===== src/rtl/win_sched_pkg.sv =====
// Shared types and defaults for the window scheduler.
// Holds the FSM state enum, the config struct and the reset config.
package win_sched_pkg;

  localparam int WS_CW         = 8;
  localparam int WS_DEF_PERIOD = 20;
  localparam int WS_DEF_START  = 10;
  localparam int WS_DEF_END    = 15;

  typedef enum logic [1:0] {
    S_IDLE,
    S_RUN,
    S_STOP
  } state_e;

  typedef struct packed {
    logic [WS_CW-1:0] period;
    logic [WS_CW-1:0] wstart;
    logic [WS_CW-1:0] wend;
    logic [7:0]       bursts;
  } cfg_t;

endpackage


===== src/rtl/win_sched_frame_cnt.sv =====
// Frame counter, wrap detect and window compare for win_sched.
// Ports: run/run_n (current/next busy), active and next config, cnt, wrap, win.
// WIN_SCHED_SYNC_OUT_EN: win is a flop fed from next-state count/config.
module win_frame_cnt #(
  parameter int CW = 8
) (
  input  logic          clk,
  input  logic          rst_n,
  input  logic          run,
  input  logic          run_n,
  input  logic [CW-1:0] per,
  input  logic [CW-1:0] wst,
  input  logic [CW-1:0] wend,
  input  logic [CW-1:0] per_n,
  input  logic [CW-1:0] wst_n,
  input  logic [CW-1:0] wend_n,
  output logic [CW-1:0] cnt,
  output logic          wrap,
  output logic          win
);

  logic [CW-1:0] cnt_q;
  logic [CW-1:0] cnt_n;

  assign wrap  = run && (cnt_q == per);
  assign cnt_n = (run && !wrap) ? cnt_q + CW'(1) : '0;
  assign cnt   = cnt_q;

  always_ff @(posedge clk or negedge rst_n) begin
    if (!rst_n) cnt_q <= '0;
    else        cnt_q <= cnt_n;
  end

`ifdef WIN_SCHED_SYNC_OUT_EN
  logic win_q;
  logic unused_cur;
  assign unused_cur = ^{wst, wend};

  // Same decode as the comb build, one cycle early, so win_q
  // lines up with the cnt_q value it was computed from.
  always_ff @(posedge clk or negedge rst_n) begin
    if (!rst_n) win_q <= 1'b0;
    else        win_q <= run_n
                         && (wst_n <= cnt_n)
                         && (cnt_n <= wend_n)
                         && (cnt_n <= per_n);
  end

  assign win = win_q;
`else
  logic unused_nxt;
  assign unused_nxt = ^{run_n, per_n, wst_n, wend_n};

  assign win = run
               && (wst <= cnt_q)
               && (cnt_q <= wend)
               && (cnt_q <= per);
`endif

endmodule


===== src/rtl/win_sched.sv =====
// Window scheduler: FSM, config handshake, shadow config, burst count.
// Ports: start/stop, cfg_* valid/ready, busy, cnt_o, win_out, period_tick, done.
// Optional WIN_SCHED_SYNC_OUT_EN registers win_out (see win_frame_cnt).
module win_sched
  import win_sched_pkg::*;
#(
  parameter int CW         = WS_CW,
  parameter int DEF_PERIOD = WS_DEF_PERIOD,
  parameter int DEF_START  = WS_DEF_START,
  parameter int DEF_END    = WS_DEF_END
) (
  input  logic          clk,
  input  logic          rst_n,
  input  logic          start,
  input  logic          stop,
  input  logic          cfg_valid,
  output logic          cfg_ready,
  input  logic [CW-1:0] cfg_period,
  input  logic [CW-1:0] cfg_start,
  input  logic [CW-1:0] cfg_end,
  input  logic [7:0]    cfg_bursts,
  output logic          busy,
  output logic [CW-1:0] cnt_o,
  output logic          win_out,
  output logic          period_tick,
  output logic          done
);

  localparam cfg_t DEF_CFG = '{
    period: WS_CW'(DEF_PERIOD),
    wstart: WS_CW'(DEF_START),
    wend:   WS_CW'(DEF_END),
    bursts: 8'd0
  };

  state_e     state_q, state_n;
  cfg_t       act_q, act_n;
  cfg_t       shd_q, shd_n;
  logic       shd_full_q, shd_full_n;
  logic [7:0] frm_q, frm_n;
  logic       done_q, done_n;

  logic run, run_n, wrap, xfer, last_frm;
  cfg_t cfg_in;

  assign run       = (state_q != S_IDLE);
  assign run_n     = (state_n != S_IDLE);
  assign cfg_ready = !run || !shd_full_q;
  assign xfer      = cfg_valid && cfg_ready;

  assign cfg_in = '{
    period: cfg_period,
    wstart: cfg_start,
    wend:   cfg_end,
    bursts: cfg_bursts
  };

  // 9-bit compare so bursts = 255 cannot alias through overflow.
  assign last_frm = (act_q.bursts != 8'd0)
                    && (({1'b0, frm_q} + 9'd1)
                        == {1'b0, act_q.bursts});

  always_comb begin
    state_n    = state_q;
    act_n      = act_q;
    shd_n      = shd_q;
    shd_full_n = shd_full_q;
    frm_n      = frm_q;
    done_n     = 1'b0;
    unique case (state_q)
      S_IDLE: begin
        shd_full_n = 1'b0;
        frm_n      = '0;
        // A word accepted on the final wrap is left in the
        // shadow; promote it here unless a new word overrides.
        if (xfer)            act_n = cfg_in;
        else if (shd_full_q) act_n = shd_q;
        if (start) state_n = S_RUN;
      end
      S_RUN, S_STOP: begin
        if (xfer) begin
          shd_n      = cfg_in;
          shd_full_n = 1'b1;
        end
        if (state_q == S_RUN && stop) state_n = S_STOP;
        if (wrap) begin
          frm_n = frm_q + 8'd1;
          if (shd_full_q) begin
            act_n      = shd_q;
            shd_full_n = 1'b0;
            frm_n      = '0;
          end
          if (last_frm || state_q == S_STOP || stop) begin
            state_n = S_IDLE;
            done_n  = 1'b1;
            frm_n   = '0;
          end
        end
      end
      default: state_n = S_IDLE;
    endcase
  end

  always_ff @(posedge clk or negedge rst_n) begin
    if (!rst_n) begin
      state_q    <= S_IDLE;
      act_q      <= DEF_CFG;
      shd_q      <= '0;
      shd_full_q <= 1'b0;
      frm_q      <= '0;
      done_q     <= 1'b0;
    end else begin
      state_q    <= state_n;
      act_q      <= act_n;
      shd_q      <= shd_n;
      shd_full_q <= shd_full_n;
      frm_q      <= frm_n;
      done_q     <= done_n;
    end
  end

  win_frame_cnt #(.CW(CW)) u_frame_cnt (
    .clk    (clk),
    .rst_n  (rst_n),
    .run    (run),
    .run_n  (run_n),
    .per    (act_q.period),
    .wst    (act_q.wstart),
    .wend   (act_q.wend),
    .per_n  (act_n.period),
    .wst_n  (act_n.wstart),
    .wend_n (act_n.wend),
    .cnt    (cnt_o),
    .wrap   (wrap),
    .win    (win_out)
  );

  assign busy        = run;
  assign period_tick = wrap;
  assign done        = done_q;

endmodule


===== config.mk =====
export PLATFORM = sky130hd
export DESIGN_NAME = win_sched
export DESIGN_NICKNAME = d
export VERILOG_FILES = /design/src/rtl/win_sched_pkg.sv /design/src/rtl/win_sched_frame_cnt.sv /design/src/rtl/win_sched.sv
export SDC_FILE = /design/constraint.sdc
export NUM_CORES = 1
export LEC_CHECK = 0
export BUFFER_PORTS_ARGS = -buffer_cell sky130_fd_sc_hd__buf_4
export CAP_MARGIN = 25
export CORE_ASPECT_RATIO = 2
export CORE_MARGIN = 2
export CORE_UTILIZATION = 59
export CTS_CLUSTER_SIZE = 16
export DETAILED_ROUTE_END_ITERATION = 16
export PLACE_DENSITY = 0.8
export REMOVE_ABC_BUFFERS = 1
export SLEW_MARGIN = 20
export SYNTH_ARGS = -nofsm -noshare
export SYNTH_HDL_FRONTEND = slang
export SYNTH_SLANG_ARGS = --single-unit
export TNS_END_PERCENT = 100

===== constraint.sdc =====
create_clock -name clk -period 3.3 [get_ports clk]
set_clock_uncertainty 0.2 [all_clocks]
set_input_delay 0.165 -clock clk [delete_from_list [all_inputs] [get_ports clk]]
set_output_delay 0.165 -clock clk [all_outputs]
set_load 0.02 [all_outputs]

Yosys cells after proc, flatten, opt, wreduce, memory -nomap -nowiden:

Index checks and enable logic that the tools add are counted.

* register bits after elaboration: 84
* bits of input ports: 37

* magnitude comparators: 3
* reductions and logical operators: 21
* equal/unequal tests: 6
* add/sub/neg operators: 3
* muxes and demuxes: 21

Operators by type and width (count)
* $mux 32: 3
* $pmux 32 s2: 1
* $mux 8: 4
* $le 8x8->1: 3
* $add 8x1->8 const B: 2
* $pmux 8 s2: 1
* $add 8x1->9 const B: 1
* $eq 9x8->1: 1
* $eq 8x8->1: 1
* $logic_and 1x1->1: 8
* $mux 2: 4
* $reduce_bool 8->1: 1
* $mux 1: 6
* $pmux 2 s2: 1
* $reduce_and 2->1: 2
* $reduce_bool 2->1: 2
* $logic_not 1->1: 3
* $logic_or 1x1->1: 3
* $eq 2x1->1 const B: 1
* $eq 2x2->1 const B: 1
* $logic_not 2->1: 1
* $ne 2x1->1 const B: 1
* $ne 2x2->1 const B: 1
* $pmux 1 s2: 1
* $reduce_or 2->1: 1

Logic depth before layout (Yosys ltp):

* depth after elaboration: 8
* mapped depth: 9

By module:

Synthesis repeated with hierarchy kept, for this count alone.

* cell total of the unflattened synthesis: 589
* area, all modules: 5330.1 sq um

By module, submodules not included
* win_sched: seq. area each 1911.8 sq um, cells an instance 471, times used 1, area an instance 4377.9 sq um
* win_frame_cnt: seq. area each 200.2 sq um, cells an instance 118, times used 1, area an instance 952.2 sq um

Least setup slack after synthesis:

Ideal clock, no wire load.

* path kind: register to register
* start point: register u_frame_cnt.cnt_q[0], in the netlist u_frame_cnt.cnt[0]
* end point: register act_q[10] (netlist bit)
* buffers on the path: 1
* path slack: 397 ps
* data required time: 3027 ps
* arrival time: 2630 ps
* library setup time: 73 ps
* cell stages (with the launch flop): 10
* cells stage by stage: dfrtp_1 inv_1 ha_1 nand4_1 nor3_2 mux2i_1 a21oi_1 clkbuf_1 nor2_1 a21oi_1

* cells in the longest elaborated chain, start to end: 4

Ends and longest elaborated chain
* from (decl): RTL line win_sched_frame_cnt.sv:22 `logic [CW-1:0] cnt_q;`
* from (signal assigned): RTL line win_sched_frame_cnt.sv:31 `else cnt_q <= cnt_n;`
* $eq 8x8->1: RTL line win_sched_frame_cnt.sv:25 `assign wrap = run && (cnt_q == per);`
* $logic_and 1x1->1: RTL line win_sched_frame_cnt.sv:25
* named net period_tick: RTL line win_sched.sv:25 `output logic period_tick,`
* $ne 2x1->1 (no source line)
* $reduce_and 2->1 (no source line)
* to (signal assigned): RTL line win_sched.sv:114 `act_q <= act_n;`
* to (decl): RTL line win_sched.sv:37 `cfg_t act_q, act_n;`

The timed path passes the listed nets, and every way through them passes these cells.
A chain may end at the register's enable or synchronous reset.

Final worst setup path:

* start point: register frm_q[0]
* end point: register state_q[1]

* cells in the longest elaborated chain, start to end: 8

Ends and longest elaborated chain
* from (decl): RTL line win_sched.sv:40 `logic [7:0] frm_q, frm_n;`
* from (signal assigned): RTL line win_sched.sv:117 `frm_q <= frm_n;`
* $add 8x1->9: RTL line win_sched.sv:60 `&& (({1'b0, frm_q} + 9'd1)`
* $eq 9x8->1: RTL line win_sched.sv:61 `== {1'b0, act_q.bursts});`
* $logic_and 1x1->1: RTL line win_sched.sv:60
* $logic_or 1x1->1 (2 in series): RTL line win_sched.sv:93 `if (last_frm || state_q == S_STOP || stop) begin`
* $mux 2: RTL line win_sched.sv:93
* $mux 2: RTL line win_sched.sv:86 `if (wrap) begin`
* $pmux 2 s2: RTL line win_sched.sv:70 `unique case (state_q)`
* to (signal assigned): RTL line win_sched.sv:113 `state_q <= state_n;`
* to (decl): RTL line win_sched.sv:36 `state_e state_q, state_n;`

Every way passes these cells.

==> flow_metrics.env <==
export IMPL_synth_cells=436
export IMPL_cp_end_kind="flop"
export IMPL_coreArea_um2=7320
export IMPL_layout_cells_non_filler=615
export IMPL_die_h_um=127
export IMPL_slew_headroom=0.468
export IMPL_power_leakage_nw=2.54
export IMPL_totalPowerFinal_mw=2.58
export IMPL_drive_gt1_frac=0.231
export IMPL_worstPathArrival_ps=3090
export IMPL_setup_violations=0
export IMPL_cts_tree="built"
export IMPL_initial_core_util=0.609
export IMPL_synth_async_reset_ratio=1.00
export IMPL_clock_latency_ps=340
export IMPL_dp_hpwl_um=7030
export IMPL_path_clk_slew_ps=60
export IMPL_powerDensity_nw_per_um2=464
export IMPL_yosysSeqAreaShare=0.473
export IMPL_core_rowCount=44
export IMPL_wirelength_um=10600
export IMPL_multi_input_area_um2=2140
export IMPL_die_area_um2=8310
export IMPL_grt_pass1_wl_um=17900
export IMPL_overflow=0
export IMPL_synth_avg_cell_area_um2=10.2
export IMPL_max_slew_worst_pin_slew_ps=776
export IMPL_route_vias_total=3634
export IMPL_yosys_warnings=0
export IMPL_antenna_left=0
export IMPL_start_kind="flop"
export IMPL_synth_area_um2=4460
export IMPL_drt_initial_drc_count=286
export IMPL_routabilityCongestion=0.824
export IMPL_timing_fmax_ghz=0.326
export IMPL_cts_sinks=84
export IMPL_period_share=0.930
export IMPL_port_buffer_count=49
export IMPL_status="complete, no violations"
export IMPL_drt_pass1_iter_count=4
export IMPL_ys_types=50
export IMPL_dp_cells=563
export IMPL_hold_path_class="input pin to flop"
export IMPL_grt_max_degree=85
export IMPL_nets=585
export IMPL_cp_required_ps=3320
export IMPL_synth_edf_count=0
export IMPL_viasPerCell=5.91
export IMPL_ys_dominant_reg_cell="dfrtp_1"
export IMPL_cts_buffers_inserted=9
export IMPL_dpl_cell_area_um2=4900
export IMPL_grt_usage=0.281
export IMPL_slew_viol_final=0
export IMPL_hold_viol=0
export IMPL_seq_area_um2=2110
export IMPL_die_x_um=65.5
export IMPL_layout_setup_ws_ps=232
export IMPL_wl_per_cell_um=17.2
export IMPL_cp_max_fo=7
export IMPL_pin_count=50
export IMPL_finalInstanceArea_um2=5550
export IMPL_cts_resized=0
export IMPL_drc=0
export IMPL_cts_max_level=3
export IMPL_cts_root_buffer="clkbuf_16"
export IMPL_rsz0062_at_grt="false"
export IMPL_area_growth_syn_to_layout_pct=24.5
export IMPL_dp_slack_ps=408
export IMPL_ys_ff_latch=84
export IMPL_ir_drop_mv=0.445
export IMPL_grt_pass1_vias=3912
export IMPL_fillers=497
export IMPL_post_route_min_period_ps=3070
export IMPL_antenna_found_initial=0
export IMPL_drv_cap=0
export IMPL_cts_buffer_depth=2
export IMPL_num_antenna_cells=0
export IMPL_critPathKind="flop to flop"
[cell type report]
class / instances / share of cell area
repair buffers: 92 / 0.141
well taps: 92 / 0.0207
flip-flops and latches: 84 / 0.380
clock inverters: 4 / 0.00405
inverters: 31 / 0.0210
multi-input cells: 300 / 0.385
clock buffers: 12 / 0.0480
[worst paths after layout]
| kind | from | end | slack, ps | depth (start not counted) |
|---|---|---|---|---|
| max | frm_q[0]$_DFFE_PN0P_ | state_q[1]$_DFFE_PN0P_ | 230 | 8 |
| min in group asynchronous | rst_n | done$_DFF_PN0_ | 220 | 2 |
| min reg2reg | act_q[9]$_DFFE_PN1P_ | act_q[9]$_DFFE_PN1P_ | 300 | 2 |
| max reg2reg | frm_q[0]$_DFFE_PN0P_ | state_q[1]$_DFFE_PN0P_ | 230 | 8 |
| max in group asynchronous | rst_n | shd_q[7]$_DFFE_PN0P_ | 2150 | 2 |
| min | start | state_q[0]$_DFFE_PN0P_ | 60 | 4 |
[layout by cell type (no fill, tap or decap), types with 2 or more instances in the layout]
cell,n
o22ai_1,34
o21a_1,4
nor3b_1,3
dlygate4sd3_1,36
a21oi_1,41
mux2i_1,3
or3_1,4
nand4_1,7
nand2b_1,4
clkbuf_16,9
nor4_1,3
inv_1,31
ha_1,30
nor2b_1,6
a211o_1,2
buf_4,55
nand3_1,10
nand2_1,11
o21ai_0,15
a21o_1,2
dfstp_2,8
nor2_1,46
nor3_1,3
xnor2_1,12
a22o_1,2
mux2_2,32
clkinv_2,3
xor2_1,4
dfrtp_1,76
clkbuf_8,3
[worst max-delay path, cell delays in order (launching register included)]
cell and delay [ps]:
dfrtp_1 440, ha_1 330, nand2_1 130, or3_1 360, a22o_1 260, nor4_1 360
o31a_1 230, a221oi_1 70, dlygate4sd3_1 570
[synthesized netlist by cell type, drive strengths merged, types with 5 or more instances]
master	n	area (um^2)
nor2	46	173
mux2	32	360
o21ai	17	85.1
dfrtp	76	1900
inv	31	116
o22ai	34	213
nand3	11	60.1
xnor2	12	105
nor2b	6	37.5
clkbuf	13	48.8
or3	5	32.5
nand4	7	43.8
a21oi	42	210
ha	30	375
buf	8	53.8
nand2	11	41.3
dfstp	8	210
[metal layers]
layer,vias to the layer above,track usage,routed length (um)
met5,-,0,0
met4,0,0.132,337
met3,32,0.0488,297
met2,78,0.513,6050
met1,1802,0.303,3900
li1,1722,-,-
[report_power, final]
part / internal [mW] / total [mW] / leakage (nW) / switching (mW)
sequential: 1.18 / 1.26 / 0.909 / 0.0793
combinational: 0.213 / 0.361 / 1.48 / 0.148
clock: 0.567 / 0.961 / 0.144 / 0.394
total: 1.96 / 2.58 / 2.54 / 0.621
[stage by stage]
stage / hold WS (ps) / TNS (ps) / util
2_1_floorplan: -331 / -11730 / -
3_5_place_dp: 205 / 0 / 0.669
5_1_grt: 108 / 0 / 0.759
6_report: 57.3 / 0 / 0.759
4_1_cts: 51.2 / 0 / 0.758
3_3_place_gp: 203 / 0 / 0.669
[state kept, by name, summed over array words and instances, names as in the netlist]
signal,cells
shd_q,32
u_frame_cnt.cnt,8
done,1
state_q,2
shd_full_q,1
act_q,32
frm_q,8
[logic make-up after synthesis]
kind of cell    after synthesis  share of synthesized area
compound gates              115                      0.160
simple gates                104                      0.115
flops                        84                      0.473
buf+inv                      52                     0.0491
mux                          35                     0.0875
fa+ha+maj                    30                     0.0842
xor+xnor                     16                     0.0314
[timing repair]
action / in CTS / in global routing
hold buffers: 36 / 0
setup buffers: 0 / 0
endpoints found under the hold margin: 140 / 0
Power figures use the tool's default switching activity.
